File: src/rtl/tail_light_pwm_dimmer.sv
// PWM driver for the left/right tail-light banks: requested lamps full on, the rest at a running-light duty.
// Optional fading of lamp levels is compiled in with `define TLD_FADE_EN.

module tld_lamp #(
    parameter int PWM_BITS = 4
) (
    input  logic                clk,
    input  logic                reset,
    input  logic                en,
    input  logic                req,
    input  logic [PWM_BITS-1:0] duty_q,
    input  logic [PWM_BITS-1:0] cnt,
`ifdef TLD_FADE_EN
    input  logic                tick,
`endif
    output logic                out
);
    localparam logic [PWM_BITS:0] FULL = {1'b1, {PWM_BITS{1'b0}}};

    logic [PWM_BITS:0] target;
    logic [PWM_BITS:0] lvl;

    always_comb begin
        target = '0;
        if (req)
            target = FULL;
        else if (en)
            target = {1'b0, duty_q};
    end

`ifdef TLD_FADE_EN
    always_ff @(posedge clk) begin
        if (reset)
            lvl <= '0;
        else if (tick) begin
            if (lvl < target)
                lvl <= lvl + 1'b1;
            else if (lvl > target)
                lvl <= lvl - 1'b1;
        end
    end
`else
    // Without fading the level follows the target directly, keeping input-to-pin latency at two edges.
    always_comb lvl = target;
`endif

    always_ff @(posedge clk) begin
        if (reset)
            out <= 1'b0;
        else
            out <= (lvl == FULL) | ({1'b0, cnt} < lvl);
    end
endmodule

module tail_light_pwm_dimmer #(
    parameter int LAMPS    = 3,
    parameter int PWM_BITS = 4,
    parameter int FADE_DIV = 16
) (
    input  logic                clk,
    input  logic                reset,
    input  logic                en,
    input  logic [PWM_BITS-1:0] dim_duty,
    input  logic [LAMPS-1:0]    Lcba,
    input  logic [LAMPS-1:0]    Rabc,
    output logic [LAMPS-1:0]    L_out,
    output logic [LAMPS-1:0]    R_out,
    output logic                pwm_wrap
);
    localparam logic [PWM_BITS-1:0] CNT_MAX = '1;

    if (FADE_DIV < 1) begin : g_bad_fade_div
        $error("FADE_DIV must be at least 1");
    end

    logic [PWM_BITS-1:0]  cnt;
    logic [PWM_BITS-1:0]  duty_q;
    logic [2*LAMPS-1:0]   req_q;
    logic [2*LAMPS-1:0]   lamp_out;

    // Duty only moves on the wrap cycle so a period is never cut short or stretched.
    always_ff @(posedge clk) begin
        if (reset) begin
            cnt      <= '0;
            duty_q   <= '0;
            req_q    <= '0;
            pwm_wrap <= 1'b0;
        end else begin
            cnt      <= cnt + 1'b1;
            req_q    <= {Lcba, Rabc};
            pwm_wrap <= (cnt == CNT_MAX);
            if (cnt == CNT_MAX)
                duty_q <= dim_duty;
        end
    end

`ifdef TLD_FADE_EN
    localparam int PW = (FADE_DIV > 1) ? $clog2(FADE_DIV) : 1;
    localparam logic [PW-1:0] PRE_MAX = PW'(FADE_DIV - 1);

    logic [PW-1:0] presc;
    logic          tick;

    assign tick = (presc == PRE_MAX);

    always_ff @(posedge clk) begin
        if (reset || tick)
            presc <= '0;
        else
            presc <= presc + 1'b1;
    end
`endif

    for (genvar i = 0; i < 2*LAMPS; i++) begin : g_lamp
        tld_lamp #(.PWM_BITS(PWM_BITS)) u_lamp (
            .clk    (clk),
            .reset  (reset),
            .en     (en),
            .req    (req_q[i]),
            .duty_q (duty_q),
            .cnt    (cnt),
`ifdef TLD_FADE_EN
            .tick   (tick),
`endif
            .out    (lamp_out[i])
        );
    end

    assign {L_out, R_out} = lamp_out;
endmodule

File: config.mk
export PLATFORM = sky130hd
export DESIGN_NAME = tail_light_pwm_dimmer
export DESIGN_NICKNAME = d
export VERILOG_FILES = /design/src/rtl/tail_light_pwm_dimmer.sv
export SDC_FILE = /design/constraint.sdc
export NUM_CORES = 1
export LEC_CHECK = 0
export CAP_MARGIN = 20
export CORE_MARGIN = 2
export CORE_UTILIZATION = 50
export DETAILED_ROUTE_END_ITERATION = 10
export PLACE_DENSITY = 0.76
export SYNTH_ARGS = -nofsm -noshare
export SYNTH_HDL_FRONTEND = slang
export SYNTH_SLANG_ARGS = --single-unit
export TNS_END_PERCENT = 20
File: constraint.sdc
create_clock -name clk -period 3.95 [get_ports clk]
set_clock_uncertainty 0.2 [all_clocks]
set_input_delay 0.79 -clock clk [delete_from_list [all_inputs] [get_ports clk]]
set_output_delay 0.79 -clock clk [all_outputs]
set_load 0.01 [all_outputs]
======== Yosys cells after proc, flatten, opt, wreduce, memory -nomap -nowiden ========
Cells that the tools add are included.
operators by class
  add/subtract/negate cells ............... 1
  order comparisons ....................... 6
  equal/unequal tests ..................... 7
  muxes and demuxes ....................... 7
  bitwise logic cells ..................... 6
operator list
  cell                 count
  $eq 5x5->1 const B   6
  $lt 4x5->1           6
  $mux 5               6
  $or 1x1->1           6
  $add 4x1->4 const B  1
  $eq 4x4->1 const B   1
  $mux 4               1
storage, ports and cells
  register bits after elaboration ......... 21
  input port bits ......................... 13
  output and inout bits ................... 7
  word-level logic and storage cells ...... 37

======== Logic depth before layout (Yosys ltp) ========
Gate-level depths: netlist of the first run.
  word-level depth ........................ 4
  gate-level depth with buffers ........... 7
  mapped depth without buffers ............ 6

======== Modules after synthesis ========
Synthesis of the first run repeated with hierarchy kept, for this count alone.
second synthesis, totals
  cells, all modules ...................... 137
  area total of the unflattened synthesis .. 1296.2 um^2
by module, submodules not included
  module                 times used  cells each  area each (um^2)  sequential area each (um^2)
  tld_lamp               6           15          128.9             20.0
  tail_light_pwm_dimmer  1           47          523.0             300.3

======== Worst setup path after synthesis of the first run ========
No wires, ideal clock.
  path kind ............................... input-to-reg
  start point ............................. input port en
  end point ............................... register g_lamp[5].u_lamp.out
  library setup time ...................... 0.074 ns
  arrival ................................. 2.167 ns
  required time ........................... 3.676 ns
  setup slack ............................. 1.509 ns
  stages on the path ...................... 7
  path through ............................ buf_6 clkbuf_1 nand3_1 ha_1 and4b_1 a221o_1 a31oi_1
between the ends
  cells in the longest elaborated chain, start to end .. 4
ends and longest elaborated chain
  element                                   RTL line  source
  start, declared                           62        input logic en,
  $mux 4 *                                  27        else if (en)
  $mux 5 *                                  25        if (req)
  $lt 4x5->1 or $eq 5x5->1 (tied branches)  51        out <= (lvl == FULL) | ({1'b0, cnt} < lvl);
  $or 1x1->1 *                              51
  end signal, assigned                      51
  end, declared                             16        output logic out
Every way passes the cells marked *; elsewhere a longest branch is shown, timed or not.
A chain may end at the register's enable or synchronous reset.

======== Worst setup path after layout of the first run ========
  start point ............................. input port en
  end point ............................... register g_lamp[0].u_lamp.out
between the ends
  cells in the longest elaborated chain, start to end .. 4
ends and longest elaborated chain
  element                                   RTL line
  $mux 4 *                                  27
  $mux 5 *                                  25
  $lt 4x5->1 or $eq 5x5->1 (tied branches)  51
  $or 1x1->1 *                              51
  end signal, assigned                      51
  end, declared                             16
Marked as above.

==> qor.txt, run 1 <==
P&R area growth vs syn: 15.6%
final hold vios: 0
clk buf depth: 2
Worst-Skew Late Latency: 0.30 ns
Power Dens Cells: 308 nW/um^2
gr ovfl total: 0
largest net degree at the start of global routing: 22
CTS Buf Count: 3
worst-path maximum fanout: 17
routed vias/inst: 5.63
PostCTS Resize Cnt: 0
Reg2Reg Setup Slack: 2.08 ns
drt total wl: 2.29 mm
Final ANT Viol Nets: 0
CTS sink cnt: 21
RSZ-0062 raised after global routing: false
Synth top area share: 34.9%
DP Wirelength: 1.68 mm
flops & latches, synth: 21
vias after detailed routing: 924
Worst slew margin: 50.3%
sequential cell area fraction in the yosys report: 34.9%
CP bufs+invs: 1
Post-Syn Area: 1210 sq um
Die Ht: 53.1 um
die extent in x: 53.1 um
Core Box Area: 2250 sq um
FP Rows: 17
worst vdd ir: 0.265 mV
I/O pin total: 20
die area: 2820 sq um
H-tree depth: 1
CP startpoint kind: primary input
hold_sp: cnt[0]
critical path, cell by cell: clkdlybuf4s50_1, and2b_1, nand2_1, ha_1, and4b_1, a221o_1, a31oi_1
commonest cells after routing, fill and taps aside: 21 x dfxtp_1, 19 x ha_1, 19 x clkdlybuf4s50_1
CP top delay family: buffers and inverters
crit path kind: in -> reg
first-pass GRT wire length: 4.22 mm
1st-pass router iterations: 3
R2R Path Start: duty_q[2]
reg2reg end: g_lamp[2].u_lamp.out
Setup TNS Final: 0 ns
Syn Nets: 155
slowest cell delay on critical path: 0.86 ns
CTS tree: yes
Final Cycle Share: 72.1%
Non-Filler Instances: 164
Worst Setup End Kind: flop
crit path from: en
Root Driver: clkbuf_4
layout net count: 169
GRT Overall Usage: 20.7%
WHS Path Cells: 1
placed insts: 160
post-CTS setup buffer count: 0
Yosys cell types: 19
Period minus WS final: 2.85 ns
most common cell after layout, fill and taps aside: dfxtp_1
syn avg cell area: 9.81 sq um
initial DRC count: 7
# setup viols final: 0
initial antenna violation count: 0
fin. max-slew vios: 0
Worst-path clk slew: 0.13 ns
RD Place Congestion: 0.738
# diodes: 0
area leader, netlist: dfxtp_1
number of global-route vias before repair: 981
worst reg-to-reg path cell count: 5
Max-Cap Viols: 0
Post-Synthesis Cells: 123
f_max: 351 MHz
layout cells sized above 1: 3.68%
top area cells in the synthesized netlist: dfxtp_1 35%, ha_1 20%, nand3_1 7.1%
status: finished clean
Leak: 0.612 nW
Initial Utilization: 53.5%
total of warnings raised by yosys: 0
Hold WC Path Type: reg -> reg
Worst Hold Path EP: cnt[0]
wire per inst: 14.0 um
DRC Markers: 0
port buffer count: 19
critical path required time: 4.00 ns
Hold-fix buffers, CTS: 0
slowest CP cell: clkdlybuf4s50_1
CP arrival: 2.90 ns
Worst-Margin Slew: 0.743 ns
[cells by family (layout without fill, tap and decap cells)]
group | after synthesis | after routing | share of synthesized area [%]
flip-flops | 21 | 21 | 34.9
buffers and inverters | 16 | 29 | 7.47
adder cells (fa/ha/maj) | 19 | 19 | 19.7
multiplexers | 4 | 4 | 3.32
AO/OA/AOI/OAI | 18 | 18 | 11.8
XOR/XNOR | 2 | 2 | 1.45
AND/OR/NAND/NOR | 43 | 43 | 21.4
[where the power goes]
part	switching [mW]	internal (mW)
combinational	0.0345	0.0524
clock	0.0696	0.0386
sequential	0.00971	0.225
[registers in the layout, summed over array words and instances (netlist names)]
name and flops:
req_q 6, pwm_wrap 1, duty_q 4, g_lamp.u_lamp.out 6, cnt 4
[cells in the mapped netlist (all sizes together)]
library cell	instances
a21o	6
and4b	6
nor2b	7
mux2i	4
nand3	17
buf	7
nand2	3
xor2	1
dfxtp	21
nor2	8
a31oi	6
and2b	1
a221o	6
nand3b	1
inv	6
xnor2	1
clkbuf	3
ha	19
[worst max-delay path by stage]
stage | endpoint | slack (ns) | depth (start not counted)
after floorplan | g_lamp[5].u_lamp.out | 1.51 | 7
after global routing | g_lamp[0].u_lamp.out | 0.91 | 7
final | g_lamp[0].u_lamp.out | 1.10 | 7
after detailed placement | g_lamp[0].u_lamp.out | 0.80 | 7
after global placement | g_lamp[0].u_lamp.out | 0.83 | 7
after CTS | g_lamp[0].u_lamp.out | 1.12 | 7
[cell type report]
type	instances	area (sq um)
fill	190	861
multi-input combinational	86	696
sequential	21	420
timing repair buffer	19	190
tap	28	35.0
clock buffer	3	22.5
inverter	6	22.5
clock inverter	1	7.51
[through the flow]
step	hold WS [ns]	power (mW)	setup WS, ns	utilization, %	instance area, sq um
6_report	0.269	0.430	1.10	61.8	1390
5_1_grt	0.305	0.457	0.909	61.8	1390
4_1_cts	0.277	0.432	1.12	61.8	1390
3_5_place_dp	0.248	0.326	0.796	60.5	1360
3_3_place_gp	0.232	0.322	0.832	60.5	1360
2_1_floorplan	0.214	0.299	1.51	-	1210
[metal layers]
metal | vias up | global-route usage [%] | routed length, um
met5 | - | 0 | 0
met1 | 438 | 24.9 | 1060
met3 | 4 | 2.82 | 64
li1 | 470 | - | -
met4 | 0 | 8.97 | 31
met2 | 12 | 36.3 | 1140
No activity file was read; power rests on OpenSTA's default activity.
==> run 2, diff against run 1 <==
==> constraint.sdc (replaced) <==
create_clock -name clk -period 2.75 [get_ports clk]
set_clock_uncertainty 0.2 [all_clocks]
set_input_delay 0.55 -clock clk [delete_from_list [all_inputs] [get_ports clk]]
set_output_delay 0.55 -clock clk [all_outputs]
set_load 0.01 [all_outputs]
==> run 2 against run 1 <==
Core utilization grew 1.3 points. Hold slack got worse by 0.0017 ns. Critical path depth unchanged. Highest routed layer unchanged. Wire length rose by 13%. Largest power group unchanged. Final area is 2.2% higher. Via count up 4.8%.
==> qor.txt, run 2 (synthesized netlist as in run 1, its figures left out) <==
DP Wirelength: 1.96 mm (+16%)
Filler Cells Inserted: 212 (+12%)
first-pass GRT wire length: 4.35 mm (+3.0%)
wire per inst: 15.4 um (+10%)
worst vdd ir: 0.369 mV (+39%)
fin. max-slew vios: 0 (unchanged)
biggest regs: g_lamp.u_lamp.out: 6 flops, req_q: 6 flops
commonest cells after routing, fill and taps aside: 21 x dfxtp_1, 19 x ha_1, 19 x clkdlybuf4s50_1
critical path, cell by cell: clkdlybuf4s50_1, buf_4, nand3_1, ha_1, and4b_1, a221o_1, a31oi_1
Hold-fix buffers, CTS: 0 (unchanged)
# diodes: 0 (unchanged)
area occupied by registers: 420 sq um (unchanged)
Leak: 0.631 nW (+3.1%)
Final ANT Viol Nets: 0 (unchanged)
Final Cycle Share: 88.0%
H-tree depth: 1 (unchanged)
Worst slew margin: 62.2% (+12 points)
critical path required time: 2.80 ns (-1.20 ns)
Final Power: 626 uW (+46%)
slowest CP cell: clkdlybuf4s50_1
crit path kind: in -> reg
most common cell after layout, fill and taps aside: dfxtp_1
routed vias/inst: 5.76 (+2.3%)
port buffer count: 19 (unchanged)
worst-path maximum fanout: 7 (-10)
CP arrival: 2.47 ns (-0.43 ns)
CTS Buf Count: 3 (unchanged)
die area: 2820 sq um (unchanged)
vias after detailed routing: 968 (+4.8%)
RSZ-0062 raised after global routing: false
Max-Cap Viols: 0 (unchanged)
f_max: 413 MHz
CTS sink cnt: 21 (unchanged)
DRC Markers: 0 (unchanged)
Period minus WS final: 2.42 ns
CTS tree: yes
drt total wl: 2.58 mm (+13%)
Setup TNS Final: 0 ns (unchanged)
post-CTS setup buffer count: 0 (unchanged)
I/O pin total: 20 (unchanged)
status: finished clean
Non-Filler Instances: 168 (+2.4%)
Worst Setup End Kind: flop
RD Place Congestion: 0.759 (+2.9%)
Hold WC Path Type: reg -> reg
PostCTS Resize Cnt: 0 (unchanged)
final setup margin: 0.330 ns (-0.770 ns)
FP Rows: 17 (unchanged)
die extent in x: 53.1 um (unchanged)
Post-Place Setup Slack: 0.0325 ns (-0.764 ns)
layout cells sized above 1: 6.43% (+2.8 points)
largest net degree at the start of global routing: 16 (-27%)
initial DRC count: 23 (+16)
CP startpoint kind: primary input
Die Ht: 53.1 um (unchanged)
gr ovfl total: 0 (unchanged)
Root Driver: clkbuf_4
# setup viols final: 0 (unchanged)
P&R area growth vs syn: 18.1%
Initial Utilization: 53.5% (unchanged)
area of the multi-input gates: 696 sq um (unchanged)
Worst-Skew Late Latency: 0.32 ns (+0.02 ns)
initial antenna violation count: 0 (unchanged)
Worst-Margin Slew: 0.565 ns (-0.178 ns)
Core Box Area: 2250 sq um (unchanged)
GRT Overall Usage: 21.8% (+1.2 points)
clk buf depth: 2 (unchanged)
layout net count: 173 (+2.4%)
final hold vios: 0 (unchanged)
slowest cell delay on critical path: 0.61 ns (-0.25 ns)
Power Dens Cells: 440 nW/um^2 (+43%)
number of global-route vias before repair: 1017 (+3.7%)
placed insts: 164 (+2.5%)
Worst-path clk slew: 0.12 ns (about the same)
1st-pass router iterations: 4 (+1)
-- run 2: changes by cell type in the layout (fill, tap and decap cells not counted), sizes merged --
cell	change
buf	+4
-- run 2: final cells by class --
| class | count | share of cell area (%) |
|---|---|---|
| clock inverter | 1 | 0.527 |
| inverter | 6 | 1.58 |
| multi-input combinational | 86 | 48.9 |
| timing repair buffer | 23 | 15.5 |
| tap | 28 | 2.46 |
| clock buffer | 3 | 1.58 |
| sequential | 21 | 29.5 |
-- run 2: path summary, 6_finish.rpt --
check	from	endpoint	slack (ns)	cells past startpoint
hold reg to reg	cnt[0]	cnt[0]	0.27	1
setup reg to reg	duty_q[2]	g_lamp[4].u_lamp.out	0.87	5
hold / removal	cnt[0]	cnt[0]	0.27	1
setup / recovery	en	g_lamp[4].u_lamp.out	0.33	7
-- run 2: report_power, final --
group,total (mW),internal (mW),switching [mW],leakage (nW)
clock network,0.158,0.0557,0.102,0.0139
registers,0.338,0.323,0.0153,0.173
logic,0.130,0.0787,0.0512,0.444
total,0.626,0.458,0.169,0.631
-- run 2: critical path, delay by kind of cell --
| kind | cells | cell delay, ns |
|---|---|---|
| buffers and inverters | 2 | 0.83 |
| adders and majority gates | 1 | 0.32 |
| AOI/OAI and AO/OA | 2 | 0.48 |
| and+or+nand+nor | 2 | 0.30 |
-- run 2: through the flow --
step | cell area (sq um) | util (%) | hold WS, ns
final | 1420 | 63.2 | 0.267
after global routing | 1420 | 63.2 | 0.313
after CTS | 1420 | 63.2 | 0.279
after detailed placement | 1390 | 61.8 | 0.241
after global placement | 1390 | 61.8 | 0.240
after floorplan | 1210 | - | 0.214
-- run 2: per-layer routing --
metal	track usage [%]	share of wire (%)	up-vias
met4	8.97	1.5	0
met2	40.8	51	27
met1	24.1	44	459
met5	0	0	-
met3	3.39	3.6	5
li1	-	-	477
==> run 3, diff against run 2 <==
--- a/config.mk
+++ b/config.mk
@@ -6,11 +6,13 @@
 export NUM_CORES = 1
 export LEC_CHECK = 0
 export CAP_MARGIN = 20
+export CORE_ASPECT_RATIO = 2
 export CORE_MARGIN = 2
 export CORE_UTILIZATION = 50
 export DETAILED_ROUTE_END_ITERATION = 10
-export PLACE_DENSITY = 0.76
+export PLACE_DENSITY = 0.75
 export SYNTH_ARGS = -nofsm -noshare
 export SYNTH_HDL_FRONTEND = slang
+export SYNTH_HIERARCHICAL = 1
 export SYNTH_SLANG_ARGS = --single-unit
 export TNS_END_PERCENT = 20
==> run 3 against run 2 <==
Total power up 11%. Combinational power is 16% higher. Count of clock-buffer cells in the layout stayed put. Synthesized area grew 7.5%. Critical path type unchanged. Final cell count rose by 11%. Core utilization is 1.1 points lower. Non-clock buffer count is 3 lower. First-iteration DRC count decreased by 22%. Highest routed layer unchanged. Sequential share of layout area fell by 2.5 points. Largest power group unchanged.
==> qor.txt, run 3 <==
Worst Setup End Kind: flop
initial antenna violation count: 0 (unchanged)
Worst-Skew Late Latency: 0.26 ns (-0.06 ns)
biggest regs: g_lamp.u_lamp/out: 6 flops, req_q: 6 flops
port buffer count: 19 (unchanged)
CP arrival: 2.43 ns (-0.04 ns)
CTS sink cnt: 21 (unchanged)
initial DRC count: 18 (-22%)
final hold vios: 0 (unchanged)
commonest cells after routing, fill and taps aside: 21 x dfxtp_1, 19 x ha_1, 19 x clkdlybuf4s50_1
die extent in x: 40.0 um (-25%)
Final ANT Viol Nets: 0 (unchanged)
Filler Cells Inserted: 232 (+9.4%)
crit path from: en
I/O pin total: 20 (unchanged)
Synth top cells by count: 21 x dfxtp_1, 19 x ha_1, 18 x nand2_1, 15 x nor2b_1, 12 x inv_1
layout cells sized above 1: 11.4% (+5.0 points)
Worst-path clk slew: 0.08 ns (-0.04 ns)
1st-pass router iterations: 4 (unchanged)
Hold-fix buffers, CTS: 0 (unchanged)
crit path kind: in -> reg
critical path, cell by cell: clkdlybuf4s50_1, nor2b_1, nand2_1, ha_1, a21oi_2, nor3b_1, a2111oi_2
compound-cell area share of the yosys netlist: 13.9% (+2.1 points)
# diodes: 0 (unchanged)
Setup TNS Final: 0 ns (unchanged)
f_max: 406 MHz (-1.9%)
prevailing post-synth register cell: dfxtp_1
Non-Filler Instances: 186 (+11%)
wire per inst: 14.3 um (-6.9%)
adder-cell share of the synthesized area: 18.3% (-1.4 points)
critical path depth in cells: 7 (unchanged)
CP startpoint kind: primary input
DP Wirelength: 2.02 mm (+3.1%)
Post-Synthesis Cells: 137 (+11%)
PostCTS Resize Cnt: 0 (unchanged)
# setup viols final: 0 (unchanged)
gr ovfl total: 0 (unchanged)
Post-Synth Simple-Gate Area: 25.6% (+4.2 points)
top area cells in the synthesized netlist: dfxtp_1 32%, ha_1 18%, nor2b_1 7.2%
GRT Overall Usage: 20.2% (-1.7 points)
fin. max-slew vios: 0 (unchanged)
worst vdd ir: 0.350 mV (-5.2%)
worst reg-to-reg path cell count: 6 (+1)
slowest CP cell: clkdlybuf4s50_1
asr flop ratio synth: 0% (unchanged)
Leak: 0.580 nW (-8.0%)
status: finished clean
Worst-Margin Slew: 0.410 ns (-0.155 ns)
Post-Syn Area: 1300 sq um (+7.5%)
flops & latches, synth: 21 (unchanged)
FP Rows: 26 (+9)
clk buf depth: 2 (unchanged)
sequential cell area fraction in the yosys report: 32.4% (-2.4 points)
total of warnings raised by yosys: 6 (+6)
number of global-route vias before repair: 1104 (+8.6%)
H-tree depth: 1 (unchanged)
P&R area growth vs syn: 19.9%
Final Power: 693 uW (+11%)
sw frac: 26.7% (-0.21 points)
post-layout util: 62.0% (-1.1 points)
reg2reg end: g_lamp[2].u_lamp/out
Syn Nets: 169 (+9.0%)
syn avg cell area: 9.46 sq um (-3.5%)
slowest cell delay on critical path: 0.72 ns (+0.11 ns)
CP top delay family: buffers and inverters
Die Ht: 76.0 um (+43%)
Root Driver: clkbuf_8
DRC Markers: 0 (unchanged)
R2R Path Start: req_q[2]
critical path required time: 2.72 ns (-0.08 ns)
RSZ-0062 raised after global routing: false
Reg2Reg Setup Slack: 1.02 ns (+0.15 ns)
Initial Utilization: 51.7% (-1.7 points)
most common cell after layout, fill and taps aside: dfxtp_1
Worst Setup EP: g_lamp[2].u_lamp/out
Yosys cell types: 19 (unchanged)
xor/xnor share of the synthesized area: 0.676% (-0.78 points)
Synth top area share: 32.4% (-2.4 points)
RD Place Congestion: 0.774 (+2.0%)
post-CTS setup buffer count: 0 (unchanged)
largest net degree at the start of global routing: 27 (+11)
mux contribution to synthesized area: 3.96% (+0.64 points)
drt total wl: 2.66 mm (+3.1%)
first-pass GRT wire length: 4.48 mm (+3.0%)
placed insts: 182 (+11%)
layout net count: 191 (+10%)
worst-path maximum fanout: 12 (+5)
Worst slew margin: 72.6% (+10 points)
dominant combinational cell family by area after synthesis: simple AND/OR/NAND/NOR gates
Comb pwr share: 21.7% (+0.9 points)
Period minus WS final: 2.47 ns (+0.0464 ns)
EDFF count, synth: 0 (unchanged)
routed vias/inst: 5.70 (-1.0%)
Max-Cap Viols: 0 (unchanged)
Hold WC Path Type: reg -> reg
Clock power frac: 29.1% (+3.9 points)
vias after detailed routing: 1061 (+9.6%)
Power Dens Cells: 446 nW/um^2 (+1.4%)
Core Box Area: 2500 sq um (+11%)
Seq pwr share: 49.2% (-4.8 points)
area leader, netlist: dfxtp_1
Final Cycle Share: 89.7% (+1.7 points)
die area: 3040 sq um (+7.8%)
CP bufs+invs: 1 (-1)
CTS tree: yes
top-count cell post-synth: dfxtp_1
CTS Buf Count: 3 (unchanged)
Int Pwr: 508 uW (+11%)
Net Sw Power: 185 uW (+9.8%)
[run 3: stage by stage]
stage                     hold WS (ns)  worst slack [ns]  area (sq um)
after detailed placement         0.310            0.0337          1510
final                            0.312             0.284          1550
after global routing             0.345             0.150          1550
after CTS                        0.322             0.301          1550
after global placement           0.288             0.101          1510
after floorplan                  0.271             0.931          1300
[run 3: routing by layer]
layer	track usage, %	vias up	part of all wire (%)
li1	-	519	-
met1	21.5	514	41
met2	35.2	23	54
met3	1.75	5	3.2
met4	10.3	0	1.9
met5	0	-	0
[run 3: layout make-up]
class,count,area (sq um),area share [%]
well taps,28,35.0,2.25
flip-flops and latches,21,420,27.1
inverters,12,45.0,2.90
clock buffers,3,41.3,2.66
repair buffers,20,198,12.7
clock inverters,1,5.00,0.322
multi-input cells,101,810,52.1
[run 3: worst min path at each step]
| stage | depth (start not counted) | start | slack (ns) | endpoint |
|---|---|---|---|---|
| 2_1_floorplan | 2 | req_q[0] | 0.27 | g_lamp[0].u_lamp/out |
| 3_3_place_gp | 2 | req_q[0] | 0.29 | g_lamp[0].u_lamp/out |
| 3_5_place_dp | 2 | req_q[1] | 0.31 | g_lamp[1].u_lamp/out |
| 4_1_cts | 2 | req_q[3] | 0.32 | g_lamp[3].u_lamp/out |
| 5_1_grt | 2 | req_q[3] | 0.34 | g_lamp[3].u_lamp/out |
| 6_report | 2 | req_q[3] | 0.31 | g_lamp[3].u_lamp/out |
[run 3: cells by family (layout without fill, tap and decap cells)]
group,Yosys count,count (layout)
muxes,5,5
xor gates and xnor gates,1,1
buffers and inverters,15,36
DFF,21,21
and+or+nand+nor,58,58
adders and majority gates,19,19
AOI/OAI and AO/OA,18,18
[run 3: worst min-delay path, stage by stage (launching register included)]
cell and delay [ns]:
dfxtp_1 0.34, inv_1 0.07, a2111oi_2 0.06
[run 3: power by group through the flow]
| stage | clock network (mW) | logic (mW) | registers [mW] |
|---|---|---|---|
| after floorplan | 0 | 0.0896 | 0.348 |
| after global placement | 0 | 0.144 | 0.347 |
| after detailed placement | 0 | 0.151 | 0.348 |
| after CTS | 0.210 | 0.152 | 0.341 |
| after global routing | 0.218 | 0.167 | 0.344 |
| final | 0.201 | 0.151 | 0.341 |
